<file path="config.mk">
export PLATFORM = sky130hd
export DESIGN_NAME = spi_0_arbiter
export DESIGN_NICKNAME = d
export VERILOG_FILES = /design/src/rtl/spi_0_arbiter.sv
export SDC_FILE = /design/constraint.sdc
export NUM_CORES = 1
export LEC_CHECK = 0
export CAP_MARGIN = 20
export CORE_MARGIN = 10
export CORE_UTILIZATION = 47
export DETAILED_ROUTE_END_ITERATION = 7
export PLACE_DENSITY = 0.75
export SLEW_MARGIN = 10
export SYNTH_ARGS = -nofsm -noshare
export SYNTH_HDL_FRONTEND = slang
export SYNTH_SLANG_ARGS = --single-unit
</file>
<file path="constraint.sdc">
create_clock -name FAB_CCC_GL0 -period 2.1 [get_ports FAB_CCC_GL0]
set_clock_uncertainty 0.2 [all_clocks]
set_input_delay 0.42 -clock FAB_CCC_GL0 [delete_from_list [all_inputs] [get_ports FAB_CCC_GL0]]
set_output_delay 0.42 -clock FAB_CCC_GL0 [all_outputs]
set_load 0.02 [all_outputs]
</file>
<file path="src/rtl/spi_0_arbiter.sv">
// Two requesters share one mode-0 SPI master. GNTn pulses in LOAD and DONEn pulses 16*CLK_DIV+1 cycles later.
// Requests wait while BUSY. SPI_0_ARB_ROUND_ROBIN_EN selects round robin on ties; otherwise REQ0 has fixed priority.
`timescale 1ns/1ps
module spi_0_arbiter #(
  parameter int CLK_DIV = 4
) (
  input  logic       FAB_CCC_GL0,
  input  logic       FAB_RESET,
  input  logic       REQ0,
  input  logic       REQ1,
  input  logic [7:0] TX_DATA0,
  input  logic [7:0] TX_DATA1,
  output logic       GNT0,
  output logic       GNT1,
  output logic       DONE0,
  output logic       DONE1,
  output logic [7:0] RX_DATA,
  output logic       BUSY,
  output logic       SPI_0_CLK,
  output logic       SPI_0_SS0,
  output logic       SPI_0_DO,
  input  logic       SPI_0_DI
);

  typedef enum logic [1:0] {IDLE, LOAD, SHIFT, DONE} state_t;

  localparam logic [7:0] DIV_LAST = 8'(CLK_DIV - 1);

  state_t     state;
  logic       owner;
  logic [6:0] tx_sr;
  logic [7:0] rx_sr;
  logic [7:0] div_cnt;
  logic [3:0] edge_cnt;
  logic       pick1;
  logic [7:0] win_data;

`ifdef SPI_0_ARB_ROUND_ROBIN_EN
  logic rr_prio;  // requester favoured on a tie: 0 or 1

  assign pick1 = REQ1 & (~REQ0 | rr_prio);

  always_ff @(posedge FAB_CCC_GL0) begin
    if (FAB_RESET) begin
      rr_prio <= 1'b0;
    end else if (state == IDLE && (REQ0 || REQ1)) begin
      rr_prio <= ~pick1;
    end
  end
`else
  assign pick1 = REQ1 & ~REQ0;
`endif

  assign win_data = pick1 ? TX_DATA1 : TX_DATA0;

  always_ff @(posedge FAB_CCC_GL0) begin
    if (FAB_RESET) begin
      state     <= IDLE;
      owner     <= 1'b0;
      tx_sr     <= 7'd0;
      rx_sr     <= 8'd0;
      div_cnt   <= 8'd0;
      edge_cnt  <= 4'd0;
      GNT0      <= 1'b0;
      GNT1      <= 1'b0;
      DONE0     <= 1'b0;
      DONE1     <= 1'b0;
      RX_DATA   <= 8'h00;
      BUSY      <= 1'b0;
      SPI_0_CLK <= 1'b0;
      SPI_0_SS0 <= 1'b1;
      SPI_0_DO  <= 1'b0;
    end else begin
      GNT0  <= 1'b0;
      GNT1  <= 1'b0;
      DONE0 <= 1'b0;
      DONE1 <= 1'b0;
      case (state)
        IDLE: begin
          if (REQ0 || REQ1) begin
            state     <= LOAD;
            owner     <= pick1;
            tx_sr     <= win_data[6:0];
            SPI_0_DO  <= win_data[7];
            SPI_0_SS0 <= 1'b0;
            SPI_0_CLK <= 1'b0;
            BUSY      <= 1'b1;
            GNT0      <= ~pick1;
            GNT1      <= pick1;
            div_cnt   <= 8'd0;
            edge_cnt  <= 4'd0;
          end
        end
        LOAD: begin
          state <= SHIFT;
        end
        SHIFT: begin
          if (div_cnt == DIV_LAST) begin
            div_cnt   <= 8'd0;
            SPI_0_CLK <= ~SPI_0_CLK;
            edge_cnt  <= edge_cnt + 4'd1;
            if (!SPI_0_CLK) begin
              rx_sr <= {rx_sr[6:0], SPI_0_DI};
            end else if (edge_cnt == 4'd15) begin
              // eighth falling edge closes the byte
              state     <= DONE;
              SPI_0_SS0 <= 1'b1;
              SPI_0_DO  <= 1'b0;
              RX_DATA   <= rx_sr;
              DONE0     <= ~owner;
              DONE1     <= owner;
            end else begin
              SPI_0_DO <= tx_sr[6];
              tx_sr    <= {tx_sr[5:0], 1'b0};
            end
          end else begin
            div_cnt <= div_cnt + 8'd1;
          end
        end
        DONE: begin
          state <= IDLE;
          BUSY  <= 1'b0;
        end
        default: begin
          state <= IDLE;
          BUSY  <= 1'b0;
        end
      endcase
    end
  end

endmodule
</file>
==> results.py, run 1 <==
metrics = {
    "run_status": {
        "outcome": "complete, no violations",
    },
    "setup_path": {
        "crit_arrival_ns": 2.05,
        "critPathCaptureType": "register",
        "crit_path_max_fanout": 8,
        "reg2reg_depth": 5,
        "reg2reg_to": "rx_sr[5]",
        "critPathLaunchType": "register",
        "cp.required_ns": 2.10,
        "worstReg2RegStart": "div_cnt[0]",
        "r2r_setup_slack_ns": 0.05,
        "path_class": "register to register",
    },
    "min_path": {
        "worstHoldPathType": "register to register",
        "holdPathStages": 2,
        "holdPathEnd": "tx_sr[5]",
        "min-delay-start": "tx_sr[5]",
    },
    "routing": {
        "drc": 0,
        "drtIter0Drc": 94,
        "wl_per_cell_um": 14.69,
        "postRouteAntennaNets": 0,
        "vias": 1928,
        "wl_um": 5258,
        "via_per_inst": 5.385,
        "drtPass1Iterations": 4,
    },
    "synthesis": {
        "netlist-cell-type-count": 37,
        "async_reset_ff_share_pct": 0,
        "avgSynthCellArea_um2": 8.924,
        "ys.flop_type": "dfxtp_1",
        "synth.area.top_cells": "dfxtp_1 43%, mux2i_1 8.3%, nor2_1 4.2%",
        "seq_area_frac_synth_pct": 42.64,
        "yosysWarnings": 0,
        "syn_area_um2": 2160,
        "synth.most_common_cell": "dfxtp_1",
        "synth-edff-count": 0,
        "synth_common_cells": "46 x dfxtp_1, 24 x nor2_1, 18 x mux2i_1",
        "netlist.area_leader.share_pct": 42.64,
        "synth_fp_nets": 269,
        "ys_ff_latch": 46,
        "synth.largest_area_cell": "dfxtp_1",
        "synthCells": 242,
    },
    "floorplan": {
        "die_h_um": 87.79,
        "coreArea_um2": 4414,
        "start_util_pct": 48.92,
        "fp.dieW_um": 87.79,
        "die-area_um2": 7706,
        "io_pins": 37,
        "num_rows": 24,
    },
    "sta": {
        "period_minus_slack_ns": 2.050,
        "worst_pin_slew_ns": 0.4009,
        "max_freq_ghz": 0.4879,
        "relSlewSlack_pct": 73.15,
        "setup_ws_ns": 0.05030,
        "fin_setup_tns_ns": 0,
        "rsz0062_at_grt": "yes",
        "min_period_over_period_pct": 97.60,
        "hold_violations": 0,
        "finalSetupViolCount": 0,
        "finalMaxSlewViolations": 0,
    },
    "finish": {
        "layout-drive-gt1-share_pct": 19.61,
        "num-nets-final": 332,
        "fin_util_pct": 66.41,
        "area_growth_pct": 35.75,
        "fill_cells": 379,
        "design_area_um2": 2932,
        "diodes": 0,
    },
    "clock_tree": {
        "cts_tree": "done",
        "cts_root_buf": "clkbuf_8",
        "htreeDepth": 2,
        "clkLatencyLatePin_ns": 0.30,
        "clock_path_buffers": 2,
        "cts_num_sinks": 46,
        "clk_pin_slew_ns": 0.09,
        "cts_buffers": 5,
        "hold_buffers": 0,
    },
    "placed_design": {
        "dpl_cell_area_um2": 2771,
        "place_ws_ns": -0.2329,
        "dp_hpwl_um": 3761,
        "gp_congestion": 0.8194,
        "portBuffers": 36,
    },
    "grt": {
        "grt_pass1_vias": 1930,
        "grt-ovfl-total": 0,
        "grt.total_usage_pct": 13.90,
        "grt_first_pass_wirelength_um": 8838,
        "antenna_found_initial": 0,
        "grt_max_degree": 47,
    },
    "pwr": {
        "p_leak_nw": 1.237,
        "p_total_mw": 2.763,
        "power_density_nw_per_um2": 942.7,
        "switching_share_pct": 35.87,
        "sequentialPowerShare_pct": 38.5,
        "power_frac_clock_pct": 19.5,
        "intPower_mw": 1.772,
        "comb_power_share_pct": 41.9,
        "worst_ir_drop_vdd_mv": 0.4690,
        "p_sw_mw": 0.9912,
    },
    "job": {
        "drv_cap": 0,
    },
}
==> layout by cell type, fill, tap and decap left out, types with 2 or more instances in the layout <==
| cell | n |
|---|---|
| dfxtp_1 | 42 |
| clkdlybuf4s50_1 | 35 |
| buf_4 | 34 |
| nor2_1 | 24 |
| mux2i_1 | 18 |
| a21oi_1 | 15 |
| o21ai_0 | 12 |
| nor3_1 | 11 |
| inv_1 | 10 |
| nand4_1 | 9 |
| nand2b_1 | 8 |
| o211ai_1 | 7 |
| nand3b_1 | 6 |
| xnor2_1 | 5 |
| clkbuf_8 | 5 |
| nor3b_1 | 4 |
| a31oi_1 | 4 |
| nand3_1 | 4 |
| nand2_1 | 4 |
| dfxtp_2 | 4 |
| a211oi_1 | 3 |
| o21a_1 | 3 |
| or4_1 | 3 |
| ha_1 | 3 |
| a22oi_1 | 2 |
| or3_1 | 2 |
| and4_1 | 2 |
| mux2_2 | 2 |
| o31ai_1 | 2 |
| and3b_1 | 2 |
| ha_2 | 2 |
==> power by group through the flow <==
stage | logic [mW] | registers, mW | clock network [mW]
floorplan | 0.595 | 1.10 | 0
detailed placement | 1.11 | 1.07 | 0
global placement | 1.10 | 1.07 | 0
finish | 1.16 | 1.07 | 0.540
global route | 1.27 | 1.08 | 0.588
CTS | 1.12 | 1.06 | 0.559
==> area by class of cell <==
type | instances | area, um^2 | area share [%]
clock inverter | 3 | 21.27 | 0.7256
tap | 52 | 65.06 | 2.219
clock buffer | 5 | 68.82 | 2.347
sequential | 46 | 925.9 | 31.58
timing repair buffer | 71 | 638.1 | 21.77
multi-input combinational | 170 | 1171 | 39.95
inverter | 11 | 41.29 | 1.408
==> registers in the layout, indices dropped and copies added (netlist names) <==
signal,flops
BUSY,1
DONE0,1
DONE1,1
GNT0,1
GNT1,1
RX_DATA,8
SPI_0_CLK,1
SPI_0_DO,1
SPI_0_SS0,1
div_cnt,8
edge_cnt,4
owner,1
rx_sr,8
state,2
tx_sr,7
==> layer usage <==
metal | vias to the layer above | wire length, um | global-route usage [%]
met2 | 40 | 2445 | 23.08
met5 | - | 0 | 0
li1 | 999 | - | -
met4 | 0 | 74 | 5.217
met3 | 6 | 410 | 5.571
met1 | 883 | 2327 | 15.66
==> through the flow <==
stage	cells	hold slack, ns
floorplan	242	0.2173
global placement	346	0.2542
detailed placement	346	0.2614
CTS	355	0.2735
global route	358	0.2920
finish	358	0.2727
==> repair_timing <==
action	in CTS	in global routing
setup endpoints to repair	9	29
pin swaps	1	1
buffers inserted	1	4
resized for setup	5	11
==> cells by family after synthesis <==
| kind of cell | Yosys count | share of synthesized area (%) |
|---|---|---|
| simple gates | 86 | 22.89 |
| mux | 20 | 9.386 |
| fa+ha+maj | 6 | 3.476 |
| buf+inv | 26 | 4.751 |
| flops | 46 | 42.64 |
| xor+xnor | 5 | 2.028 |
| compound gates | 53 | 14.83 |
==> worst max-delay path by stage <==
stage | start | to | cells after the start
2_1_floorplan | state[0] | tx_sr[1] | 8
3_3_place_gp | REQ1 | edge_cnt[3] | 6
3_5_place_dp | REQ1 | edge_cnt[3] | 6
4_1_cts | div_cnt[0] | rx_sr[5] | 6
5_1_grt | div_cnt[0] | rx_sr[0] | 5
6_report | div_cnt[0] | rx_sr[5] | 5
==> worst max-delay path, stage by stage (launching register included) <==
cell and delay, ns:
dfxtp_2 0.36, ha_4 0.13, or4b_4 0.45, or4_4 0.54, mux2i_1 0.20, nor2_1 0.06
No activity file was read; power rests on OpenSTA's default activity.
==> inputs of run 2 (changes only) <==
Settings changed: CORE_UTILIZATION 47 to 45, PLACE_DENSITY 0.75 to 0.72.
==> results.py, run 2 (synthesis gave the netlist of run 1 again) <==
metrics = {
    "run_status": {
        "outcome": "complete, no violations",
    },
    "clock_tree": {
        "htreeDepth": 2,
        "clkLatencyLatePin_ns": 0.30,
        "cts_buffers": 5,
        "clk_pin_slew_ns": 0.09,
        "clock_path_buffers": 2,
        "cts_num_sinks": 46,
        "cts_tree": "done",
        "cts_root_buf": "clkbuf_8",
    },
    "setup_path": {
        "critPathLaunchType": "register",
        "critPathSlowestCell": "or4_1",
        "crit_path_max_fanout": 7,
        "path_cells": "inv_2 > buf_4 > ha_1 > buf_4 > o21ai_0 > buf_4 > or4_1 > a31oi_2",
        "path_class": "register to register",
        "crit_arrival_ns": 2.07,
        "reg2reg_depth": 8,
        "cp-endpoint": "div_cnt[6]",
        "critPathCaptureType": "register",
        "cp.required_ns": 2.12,
        "crit_path_frequent_cell": "buf_4",
        "worstReg2RegStart": "state[0]",
        "r2r_setup_slack_ns": 0.05,
        "reg2reg_to": "div_cnt[6]",
        "crit_path_start": "state[0]",
        "critPathMaxStageDelay_ns": 0.48,
    },
    "routing": {
        "drtIter0Drc": 151,
        "via_per_inst": 5.556,
        "postRouteAntennaNets": 0,
        "drtPass1Iterations": 4,
        "drc": 0,
        "vias": 2017,
        "wl_per_cell_um": 15.48,
        "wl_um": 5618,
    },
    "finish": {
        "diodes": 0,
        "finalNonFillerCells": 363,
        "seqCellArea_um2": 925.9,
        "num-nets-final": 335,
        "layout-drive-gt1-share_pct": 22.98,
        "multi_input_area_um2": 1217,
        "final_common_cell": "dfxtp_1",
        "fin_util_pct": 64.69,
        "design_area_um2": 3035,
        "reg_top3": "RX_DATA x8, div_cnt x8, rx_sr x8",
        "area_growth_pct": 40.56,
        "layout_common_cells": "42 x dfxtp_1, 35 x clkdlybuf4s50_1, 32 x buf_4, 24 x nor2_1, 18 x mux2i_1",
        "fill_cells": 389,
    },
    "placed_design": {
        "dpl_cell_area_um2": 2796,
        "dp_cells": 351,
        "dp_hpwl_um": 3837,
        "portBuffers": 36,
        "gp_congestion": 0.8508,
    },
    "sta": {
        "finalSetupViolCount": 0,
        "fin_setup_tns_ns": 0,
        "hold_violations": 0,
        "min_period_over_period_pct": 97.58,
        "worst_pin_slew_ns": 0.4480,
        "relSlewSlack_pct": 70.10,
        "period_minus_slack_ns": 2.049,
        "finalMaxSlewViolations": 0,
        "max_freq_ghz": 0.4880,
        "rsz0062_at_grt": "yes",
    },
    "job": {
        "drv_cap": 0,
    },
    "grt": {
        "grt.total_usage_pct": 13.77,
        "grt_pass1_vias": 1935,
        "antenna_found_initial": 0,
        "grt_max_degree": 47,
        "grt_first_pass_wirelength_um": 8838,
        "grt-ovfl-total": 0,
    },
    "pwr": {
        "worst_ir_drop_vdd_mv": 0.5481,
        "power_frac_clock_pct": 18.6,
        "p_sw_mw": 1.070,
        "comb_power_share_pct": 46.4,
        "sequentialPowerShare_pct": 35.0,
        "switching_share_pct": 35.40,
        "power_density_nw_per_um2": 995.5,
        "intPower_mw": 1.952,
        "p_leak_nw": 1.269,
    },
    "floorplan": {
        "io_pins": 37,
        "die-area_um2": 7970,
        "num_rows": 25,
        "coreArea_um2": 4692,
        "start_util_pct": 46.03,
        "die_h_um": 89.28,
        "fp.dieW_um": 89.28,
    },
    "min_path": {
        "worstHoldPathType": "register to register",
    },
}
run 2: cell types whose count changed in the layout (fill, tap and decap cells not counted), sizes merged:
| cell | before | now |
|---|---|---|
| buf | 35 | 38 |
| clkbuf | 5 | 6 |
| clkinv | 2 | 1 |
run 2: timing repair:
item / in CTS / in global routing
pin swaps: 0 / 7
gates cloned: 0 / 1
hold buffers: 0 / 0
endpoints found under the hold margin: 0 / 0
gates resized for setup: 9 / 31
setup buffers: 1 / 3
setup endpoints to repair: 29 / 34
run 2: final cells by class:
type	count	share of cell area [%]
inverters	11	1.360
well taps	54	2.226
clock inverters	2	0.4122
flip-flops and latches	46	30.50
multi-input cells	170	40.11
clock buffers	6	2.721
repair buffers	74	22.67
run 2: worst min-delay path by stage:
stage	from	endpoint	slack, ns	cells after the start
after floorplan	owner	DONE0	0.22	1
after global placement	owner	DONE0	0.24	1
after detailed placement	owner	DONE0	0.26	1
after CTS	owner	DONE0	0.27	1
after global routing	tx_sr[4]	tx_sr[4]	0.30	2
final	owner	DONE0	0.28	1
run 2: metal layers:
metal  GRT usage (%)  part of all wire (%)  vias to the layer above
met1           16.00                    44                      947
met2           22.57                    48                       54
li1                -                     -                     1004
met5               0                     0                        -
met3           5.105                   6.6                       12
met4           5.058                   1.7                        0
run 2: critical path, delay by kind of cell, from the launching register on:
kind / cells / cell delay (ns)
flip-flops: 1 / 0.33
AO/OA/AOI/OAI: 2 / 0.26
AND/OR/NAND/NOR: 1 / 0.48
adder cells (fa/ha/maj): 1 / 0.19
buffers and inverters: 4 / 0.51
run 2: power groups by stage:
stage / registers, mW / logic (mW) / clock network, mW
6_report: 1.06 / 1.40 / 0.562
5_1_grt: 1.08 / 1.51 / 0.610
4_1_cts: 1.05 / 1.22 / 0.573
3_5_place_dp: 1.07 / 1.19 / 0
3_3_place_gp: 1.06 / 1.16 / 0
2_1_floorplan: 1.10 / 0.595 / 0
run 2: metrics by stage:
stage,setup slack (ns),total power [mW],hold slack [ns]
finish,0.05092,3.022,0.2769
global route,-0.04327,3.194,0.3036
CTS,0.002414,2.845,0.2694
detailed placement,-0.4996,2.252,0.2561
global placement,-0.5097,2.224,0.2442
floorplan,0.02114,1.695,0.2173
